`config.mk`:
```
export PLATFORM = sky130hd
export DESIGN_NAME = scancode_decode
export DESIGN_NICKNAME = d
export VERILOG_FILES = /design/src/rtl/ps2_pkg.sv /design/src/rtl/ps2_evt_fifo.sv /design/src/rtl/scancode_decode.sv
export SDC_FILE = /design/constraint.sdc
export NUM_CORES = 1
export LEC_CHECK = 0
export ABC_AREA = 1
export CORE_ASPECT_RATIO = 1.4
export CORE_MARGIN = 1.5
export CORE_UTILIZATION = 25
export CTS_CLUSTER_SIZE = 20
export DETAILED_ROUTE_END_ITERATION = 10
export HOLD_SLACK_MARGIN = 0.08
export PLACE_DENSITY = 0.43
export SYNTH_ARGS = -nofsm -noshare
export SYNTH_HDL_FRONTEND = slang
export SYNTH_SLANG_ARGS = --single-unit
```
`constraint.sdc`:
```
create_clock -name sysclk -period 3.3 [get_ports sysclk]
set_input_delay 0.33 -clock sysclk [delete_from_list [all_inputs] [get_ports sysclk]]
set_output_delay 0.33 -clock sysclk [all_outputs]
set_load 0.02 [all_outputs]
```
`src/rtl/ps2_pkg.sv`:
```
// ps2_pkg: shared constants and types for the PS/2 scancode decode path.
//   - Set-2 prefix bytes (extended, break, pause)
//   - keyboard status byte list and predicate
//   - 7-byte Pause tail that follows the leading E1
//   - decode FSM state enum
//   - ps2_evt_t: one decoded key event {pause, ext, rel, code}
package ps2_pkg;

    localparam logic [7:0] PFX_EXT   = 8'hE0;
    localparam logic [7:0] PFX_BRK   = 8'hF0;
    localparam logic [7:0] PFX_PAUSE = 8'hE1;

    localparam int NUM_STATUS = 7;
    localparam logic [NUM_STATUS-1:0][7:0] STATUS_BYTES =
        {8'h00, 8'hAA, 8'hEE, 8'hFA, 8'hFC, 8'hFE, 8'hFF};

    // Bytes expected after the leading E1 of a Pause press, in arrival order.
    localparam int PAUSE_LEN = 7;
    localparam logic [0:PAUSE_LEN-1][7:0] PAUSE_TAIL =
        {8'h14, 8'h77, 8'hE1, 8'hF0, 8'h14, 8'hF0, 8'h77};

    typedef enum logic [2:0] {
        ST_IDLE,
        ST_EXT,
        ST_BRK,
        ST_EXTBRK,
        ST_PAUSE
    } dec_state_t;

    typedef struct packed {
        logic       pause;
        logic       ext;
        logic       rel;
        logic [7:0] code;
    } ps2_evt_t;

    function automatic logic is_status(input logic [7:0] b);
        logic hit;
        hit = 1'b0;
        for (int i = 0; i < NUM_STATUS; i++)
            if (b == STATUS_BYTES[i]) hit = 1'b1;
        return hit;
    endfunction

    function automatic logic is_prefix(input logic [7:0] b);
        return (b == PFX_EXT) || (b == PFX_BRK) || (b == PFX_PAUSE);
    endfunction

endpackage

```
`src/rtl/ps2_evt_fifo.sv`:
```
// ps2_evt_fifo: first-word-fall-through FIFO of decoded key events.
//   sysclk, reset : clock / async active-high reset (storage is cleared)
//   push, din     : enqueue request and event
//   full          : no free entry
//   pop           : dequeue head (ignored when empty)
//   valid, head   : FIFO non-empty and the entry at the read pointer
//   ovf           : one-cycle pulse when a push is dropped
module ps2_evt_fifo
    import ps2_pkg::*;
#(
    parameter int DEPTH = 4
) (
    input  logic     sysclk,
    input  logic     reset,
    input  logic     push,
    input  ps2_evt_t din,
    output logic     full,
    input  logic     pop,
    output logic     valid,
    output ps2_evt_t head,
    output logic     ovf
);
    localparam int AW = $clog2(DEPTH);

    ps2_evt_t        mem [DEPTH];
    logic [AW-1:0]   wptr, rptr;
    logic [AW:0]     count;
    logic            do_push, do_pop;

    assign valid   = (count != '0);
    assign full    = (count == (AW+1)'(DEPTH));
    assign do_pop  = pop && valid;
    // A pop frees the slot in the same cycle, so a full FIFO can still accept.
    assign do_push = push && (!full || do_pop);
    assign ovf     = push && full && !do_pop;
    assign head    = mem[rptr];

    always_ff @(posedge sysclk or posedge reset) begin
        if (reset) begin
            wptr  <= '0;
            rptr  <= '0;
            count <= '0;
            for (int i = 0; i < DEPTH; i++) mem[i] <= '0;
        end else begin
            if (do_push) begin
                mem[wptr] <= din;
                wptr      <= wptr + 1'b1;
            end
            if (do_pop) rptr <= rptr + 1'b1;
            case ({do_push, do_pop})
                2'b10:   count <= count + 1'b1;
                2'b01:   count <= count - 1'b1;
                default: count <= count;
            endcase
        end
    end

endmodule

```
`src/rtl/scancode_decode.sv`:
```
// scancode_decode: folds validated PS/2 Set-2 bytes into single key events.
//   sysclk, reset       : clock / async active-high reset
//   word, done          : parser byte and its one-cycle qualifier
//   evt_ready           : consumer accepts head event
//   evt_valid           : an event is available
//   evt_code/ext/rel/pause : head event fields (code 0x00 for Pause)
//   status              : last keyboard status byte seen
//   seq_err             : sticky, malformed prefix or Pause sequence
//   overflow            : sticky, an event was dropped on a full FIFO
module scancode_decode
    import ps2_pkg::*;
#(
    parameter int DEPTH = 4
) (
    input  logic       sysclk,
    input  logic       reset,
    input  logic [7:0] word,
    input  logic       done,
    input  logic       evt_ready,
    output logic       evt_valid,
    output logic [7:0] evt_code,
    output logic       evt_ext,
    output logic       evt_rel,
    output logic       evt_pause,
    output logic [7:0] status,
    output logic       seq_err,
    output logic       overflow
);
    dec_state_t state, nxt_state;
    logic [2:0] pidx, nxt_pidx;
    logic       push, set_err, lat_status, idle_path;
    ps2_evt_t   push_evt, head;
    logic       full, ovf;

    always_comb begin
        nxt_state  = state;
        nxt_pidx   = pidx;
        push       = 1'b0;
        push_evt   = '0;
        set_err    = 1'b0;
        lat_status = 1'b0;
        idle_path  = 1'b0;
        if (done) begin
            case (state)
                ST_IDLE: idle_path = 1'b1;
                ST_EXT: begin
                    if (word == PFX_EXT) begin
                        nxt_state = ST_EXT;
                    end else if (word == PFX_BRK) begin
                        nxt_state = ST_EXTBRK;
                    end else if (is_prefix(word) || is_status(word)) begin
                        set_err   = 1'b1;
                        idle_path = 1'b1;
                    end else begin
                        push      = 1'b1;
                        push_evt  = '{pause: 1'b0, ext: 1'b1, rel: 1'b0, code: word};
                        nxt_state = ST_IDLE;
                    end
                end
                ST_BRK, ST_EXTBRK: begin
                    if (is_prefix(word) || is_status(word)) begin
                        set_err   = 1'b1;
                        idle_path = 1'b1;
                    end else begin
                        push      = 1'b1;
                        push_evt  = '{pause: 1'b0, ext: (state == ST_EXTBRK),
                                      rel: 1'b1, code: word};
                        nxt_state = ST_IDLE;
                    end
                end
                ST_PAUSE: begin
                    if (word == PAUSE_TAIL[pidx]) begin
                        if (pidx == 3'(PAUSE_LEN-1)) begin
                            push      = 1'b1;
                            push_evt  = '{pause: 1'b1, ext: 1'b0, rel: 1'b0, code: 8'h00};
                            nxt_state = ST_IDLE;
                            nxt_pidx  = '0;
                        end else begin
                            nxt_pidx = pidx + 1'b1;
                        end
                    end else begin
                        // Mismatch drops the byte outright; it is not re-decoded.
                        set_err   = 1'b1;
                        nxt_state = ST_IDLE;
                        nxt_pidx  = '0;
                    end
                end
                default: nxt_state = ST_IDLE;
            endcase

            // Shared IDLE handling, also used to re-decode a byte that broke a prefix.
            if (idle_path) begin
                nxt_pidx  = '0;
                nxt_state = ST_IDLE;
                if (word == PFX_EXT)        nxt_state = ST_EXT;
                else if (word == PFX_BRK)   nxt_state = ST_BRK;
                else if (word == PFX_PAUSE) nxt_state = ST_PAUSE;
                else if (is_status(word))   lat_status = 1'b1;
                else begin
                    push     = 1'b1;
                    push_evt = '{pause: 1'b0, ext: 1'b0, rel: 1'b0, code: word};
                end
            end
        end
    end

    always_ff @(posedge sysclk or posedge reset) begin
        if (reset) begin
            state    <= ST_IDLE;
            pidx     <= '0;
            status   <= '0;
            seq_err  <= 1'b0;
            overflow <= 1'b0;
        end else begin
            state <= nxt_state;
            pidx  <= nxt_pidx;
            if (lat_status) status <= word;
            if (set_err)    seq_err <= 1'b1;
            if (ovf)        overflow <= 1'b1;
        end
    end

    ps2_evt_fifo #(.DEPTH(DEPTH)) u_fifo (
        .sysclk (sysclk),
        .reset  (reset),
        .push   (push),
        .din    (push_evt),
        .full   (full),
        .pop    (evt_ready),
        .valid  (evt_valid),
        .head   (head),
        .ovf    (ovf)
    );

    assign evt_code  = head.code;
    assign evt_ext   = head.ext;
    assign evt_rel   = head.rel;
    assign evt_pause = head.pause;

endmodule

```
After elaboration in Yosys (flattened, before gate mapping)
Memories as Yosys holds them, arrays and structs flattened.
Index checks and enable logic that the tools add are counted.
- word-level logic and storage cells: 162
- output and inout port bits: 22
- input bits: 12
- memories kept: 1
- register bits after elaboration: 67
- bits in read-only memories: 64
- reduce and logical (&&, ||, !) cells: 20
- magnitude comparators: 4
- multiplexer cells: 83
- bitwise logic cells: 3
- equal/unequal tests: 22
- $add $sub $neg: 5
- memory list (memory ; words ; bits a word ; read ports ; clocked after memory_dff ; write ports ; line ; text):
    (no name shown) ; 8 ; 8 ; 1 ; 0 ; 0 ; scancode_decode.sv:72 ; if (word == PAUSE_TAIL[pidx]) begin
- operator list (kind ; number):
    two-way mux 11 bit ; 11
    == test 8 bit (second input constant) ; 9
    bitwise mux 44 bit ; 1
    two-way mux 1 bit ; 43
    two-way mux 3 bit ; 14
    two-way mux 10 bit ; 4
    case mux 11 bit (3 select lines) ; 1
    binary-select mux 11 bit (select 2 bit) ; 1
    demux 11 bit (select 2 bit) ; 1
    two-way mux 8 bit ; 2
    case mux 3 bit (4 select lines) ; 1
    == test 3 bit (second input constant) ; 3
    case mux 1 bit (3 select lines) ; 3
    == test 8 bit ; 1
    logical NOT 8 bit ; 1
    adder 3 x 1 -> 3 bit (second input constant) ; 2
    == test 3 x 2 -> 1 bit (second input constant) ; 2
    greater-or-equal comparator 3 bit (second input constant) ; 2
    NOT 2 -> 3 bit ; 2
    case mux 3 bit (2 select lines) ; 1
    logical AND 1 bit ; 5
    logical OR 1 bit ; 5
    != test 5 bit (second input constant) ; 1
    AND reduction 5 bit ; 1
    other kinds (17) ; 20

Longest topological paths before layout
- depth after elaboration: 29
- mapped depth: 19
- depth with buffers taken out: 19

Cells and area by module
From an unflattened synthesis, not the netlist that was laid out.
- cells, all modules: 559
- area, all modules: 4166.5 um^2
- by module, submodules not included (module ; instances ; seq. area each (um^2) ; cells an instance ; area an instance (um^2)):
    ps2_evt_fifo ; 1 ; 1276.2 ; 310 ; 2566.2
    scancode_decode ; 1 ; 400.4 ; 249 ; 1600.3

Worst setup path after synthesis
No wires, ideal clock.
- path kind: register to register
- from: register pidx[1]
- to: register u_fifo.count[2]
- clock period less this slack: 2390 ps
- required time: 3238 ps
- path buffers: 0
- setup slack: 910 ps
- stages on the path, launching flop included: 20
- library setup time: 62 ps
- arrival time: 2328 ps
- cell sequence: dfrtp_1 -> inv_1 -> ha_1 -> inv_1 -> nand2_1 -> nand2_1 -> nand2_1 -> nand2_1 -> nor2_1 -> nand4_1 -> nand3_1 -> nand2_2 -> nand3_1 -> inv_1 -> fa_1 -> inv_1 -> nand4_1 -> nand3_1 -> nand2_1 -> inv_1
- longest elaborated chain between the ends: 16
- elaborated cells between the ends (all ways): 20
- those cells by class: eq/ne (4); mux (12); bitwise (1); reduce/logical (2); memory (1)
- RTL lines (element ; line ; text):
    start, declared ; scancode_decode.sv:30 ; logic [2:0] pidx, nxt_pidx;
    start signal, assigned ; scancode_decode.sv:116 ; pidx <= nxt_pidx;
    NOT 3 -> 4 bit (implied by the code) ; scancode_decode.sv:72 ;
    memory (8 x 8 bit) ; n/a ;
    two-way mux 8 bit (implied by the code) (2 in a row) ; scancode_decode.sv:72 ;
    == test 8 bit ; scancode_decode.sv:72 ;
    two-way mux 1 bit (*) ; scancode_decode.sv:72 ;
    case mux 1 bit (3 select lines) (*) ; scancode_decode.sv:44 ; case (state)
    two-way mux 1 bit ; scancode_decode.sv:98 ; else if (is_status(word)) lat_status = 1'b1;
    two-way mux 1 bit ; scancode_decode.sv:97 ; else if (word == PFX_PAUSE) nxt_state = ST_PAUSE;
    two-way mux 1 bit ; scancode_decode.sv:96 ; else if (word == PFX_BRK) nxt_state = ST_BRK;
    two-way mux 1 bit ; scancode_decode.sv:95 ; if (word == PFX_EXT) nxt_state = ST_EXT;
    two-way mux 1 bit (*) ; scancode_decode.sv:92 ; if (idle_path) begin
    two-way mux 1 bit (*) ; scancode_decode.sv:43 ; if (done) begin
    logical AND 1 bit (*) ; ps2_evt_fifo.sv:34 ; assign do_push = push && (!full || do_pop);
    == test 2 x 1 -> 1 bit or == test 2 bit (tied branches) ; ps2_evt_fifo.sv:50 ; case ({do_push, do_pop})
    case mux 3 bit (2 select lines) or nonzero test 2 bit (tied branches) ; n/a ;
    end signal, assigned ; ps2_evt_fifo.sv:51 ; 2'b10: count <= count + 1'b1;
    end signal, assigned ; ps2_evt_fifo.sv:52 ; 2'b01: count <= count - 1'b1;
    end signal, assigned ; ps2_evt_fifo.sv:53 ; default: count <= count;
    end, declared ; ps2_evt_fifo.sv:27 ; logic [AW:0] count;
Mark *: on every way between the ends. The rest lies on a longest branch, timed or not. The select of a mux whose other input is x is not followed.
A chain may end at the register's enable or synchronous reset.

Final worst setup path
Ends and elaborated chain as after synthesis.

==> metrics.txt <==
run status completed; Hold Path Class register to register; Nets between 500 and 600; row count 52; Avg WL per Cell between 10 and 15 um; Final period util 0.866; Distinct cells, synth 31; synth top area cells dfrtp_1, nand2_1, nor2_1; DP Wirelength 7330 um; launch point of the worst reg-to-reg path pidx[1]; Layout area overhead 21.7%; Rel. slew slack 0.447; worst hold start seq_err; initial antenna violation count 0; Port Buf Inserts 33; cell with the most instances after synthesis nand2_1; Slew Viols, Final 0; total gr overflow 0; All-Layer GR Usage 0.139; H-tree level count 3; first-pass GRT wire length 16900 um; fin worst setup slack about 0.44 ns; top cells by count, synth nand2_1, dfrtp_1, nor2_1; crit-path max cell delay between 0.4 and 0.5 ns; vias between 3000 and 4000; drt pass-1 iters 4; FMAX about 0.35 GHz; crit path kind register to register; CP Cell Sequence inv_1 > ha_1 > inv_1 > a21oi_1 > nand2_1 > nor2_1 > nand4_1 > nand3_1 > nand2_2 > nand3_1 > inv_1 > fa_1 > inv_1 > nand4_1 > nand3_1 > nand2_1 > inv_1; antenna cells 0; maximum VDD drop between 0.2 and 0.25 mV; Die Width 106 um; Num Clock Sinks 67; DR vias/cell approximately 4.5; number of flops mapped to enable cells by yosys 0; CP top delay family simple AND/OR/NAND/NOR gates; post-cts resize count 0; share of the synthesized area in the top cell type 0.450; max-capacitance violation count 0; RePlAce Congestion ~0.86; total CTS buffers 9; Netlist Area Pre-Place around 0.0037 mm2; Final TNS setup 0 ns; Mapped Cells between 400 and 500; most used cell along the critical path inv_1; Initial Util 0.257; Setup Fix Bufs, Post-CTS 0; Most used DFF post-synth dfrtp_1; leakage ~2.2 nW; ys async rst share 1.00; Slew @ Worst Pin between 0.8 and 0.9 ns; DRC viols 0; Setup crit end kind register; Final ANT Viol Nets 0; share of post-route cells with drive strength above 1 0.105; CTS Hold Bufs 0; Fillers 1571; Clock Tree Root clkbuf_16; Post-Route WL slightly above 10000 um; highest fanout seen on the critical path 5; worst slack, placed ~0.39 ns; Worst EP required 3.57 ns; syn nets roughly 500; Max Root-Sink Buffers 2; Fin. Hold Viols 0; vias in the first global route about 3300; core area about 0.015 mm2; Critical Path AT between 3 and 4 ns; clk_lat worst skew ~0.33 ns; # IOs 34; CTS tree done; Fin Clk Skew roughly 0.0068 ns; final setup vio count 0; Startpoint Class register; CP Buf/Inv Count 5; crit path launch pidx[1]; register area share after synthesis 0.450; CP max stage cell fa_1; biggest area consumer among synthesized cells dfrtp_1; Ys Warns 0; die height around 150 um; Yosys reg bits 67; largest net degree at the start of global routing 39; RSZ-0062 raised after global routing false; 1st-iter DRT viols roughly 140; Die ar. 0.0156 mm2; PD cells approximately 850 mW/mm2; Worst-path clk slew roughly 0.05 ns; Mapped Avg Cell Area 7.76 um2; Final min period between 2 and 3 ns
[final timing paths]
check | to | depth (start not counted) | slack, ns
min in group asynchronous | u_fifo.mem[38] | 2 | 0.49
max in group asynchronous | u_fifo.mem[19] | 3 | 2.04
worst min register to register | seq_err | 1 | 0.47
worst max-delay path | u_fifo.count[2] | 17 | 0.44
worst min-delay path | seq_err | 1 | 0.47
worst max register to register | u_fifo.count[2] | 17 | 0.44
[report_power, final]
group / leakage [nW] / internal (W) / switching, W / total (W)
Combinational: 1.17 / 0.000637 / 0.000968 / 0.00160
Clock: 0.148 / 0.000678 / 0.000346 / 0.00102
Sequential: 0.881 / 0.00108 / 0.000156 / 0.00124
Total: 2.20 / 0.00239 / 0.00147 / 0.00387
[registers in the layout, indices dropped and copies added, names as in the netlist]
signal        count
u_fifo.mem       44
status            8
pidx              3
state             3
u_fifo.count      3
u_fifo.rptr       2
u_fifo.wptr       2
overflow          1
seq_err           1
[cells by family after synthesis]
family                     count (synthesis)  synth area share
and+or+nand+nor                          243             0.285
AOI/OAI and AO/OA                         89             0.131
DFF                                       67             0.450
buffers and inverters                     65            0.0837
adders and majority gates                 11            0.0390
xor gates and xnor gates                   5            0.0118
[metrics by stage]
stage	instances	util	hold slack (ns)	power [W]	instance area, um2
2_1_floorplan	480	-	0.444	0.00227	3720
3_3_place_gp	690	0.291	0.459	0.00287	4220
3_5_place_dp	690	0.291	0.449	0.00288	4220
4_1_cts	705	0.312	0.474	0.00393	4530
5_1_grt	705	0.312	0.501	0.00415	4530
6_report	705	0.312	0.468	0.00387	4530
[routing by layer]
| layer | global-route usage | share of wire | wire (um) |
|---|---|---|---|
| met3 | 0.0251 | 0.027 | 271 |
| met2 | 0.249 | 0.52 | 5310 |
| met4 | 0.0554 | 0.019 | 192 |
| met5 | 0 | 0 | 0 |
| met1 | 0.163 | 0.43 | 4430 |
[cells in the final DEF (no fill, tap or decap), drive strengths merged]
master         Yosys  routed
dfrtp             67      67
bufinv             0       2
fa                 1       1
nor3               6       6
nand4              8       8
a21oi              4       4
nand2            146     146
xor2               4       4
clkinvlp           0       2
clkinv             1       1
inv               45      45
clkdlybuf4s50      0      33
nor2              53      53
ha                10      10
nor3b              1       1
xnor2              1       1
o22ai             14      14
a21o               2       2
buf               12       7
clkbuf             7      11
o21ai             69      69
nand3             29      29
[cell type report]
type | count | area, um2 | area share
clock inverter | 4 | 75.1 | 0.0166
timing repair buffer | 40 | 383 | 0.0845
clock buffer | 11 | 243 | 0.0535
sequential | 67 | 1680 | 0.370
inverter | 46 | 184 | 0.0406
multi-input combinational | 348 | 1740 | 0.383
tap | 189 | 236 | 0.0522
(Power assumes the default switching activity.)
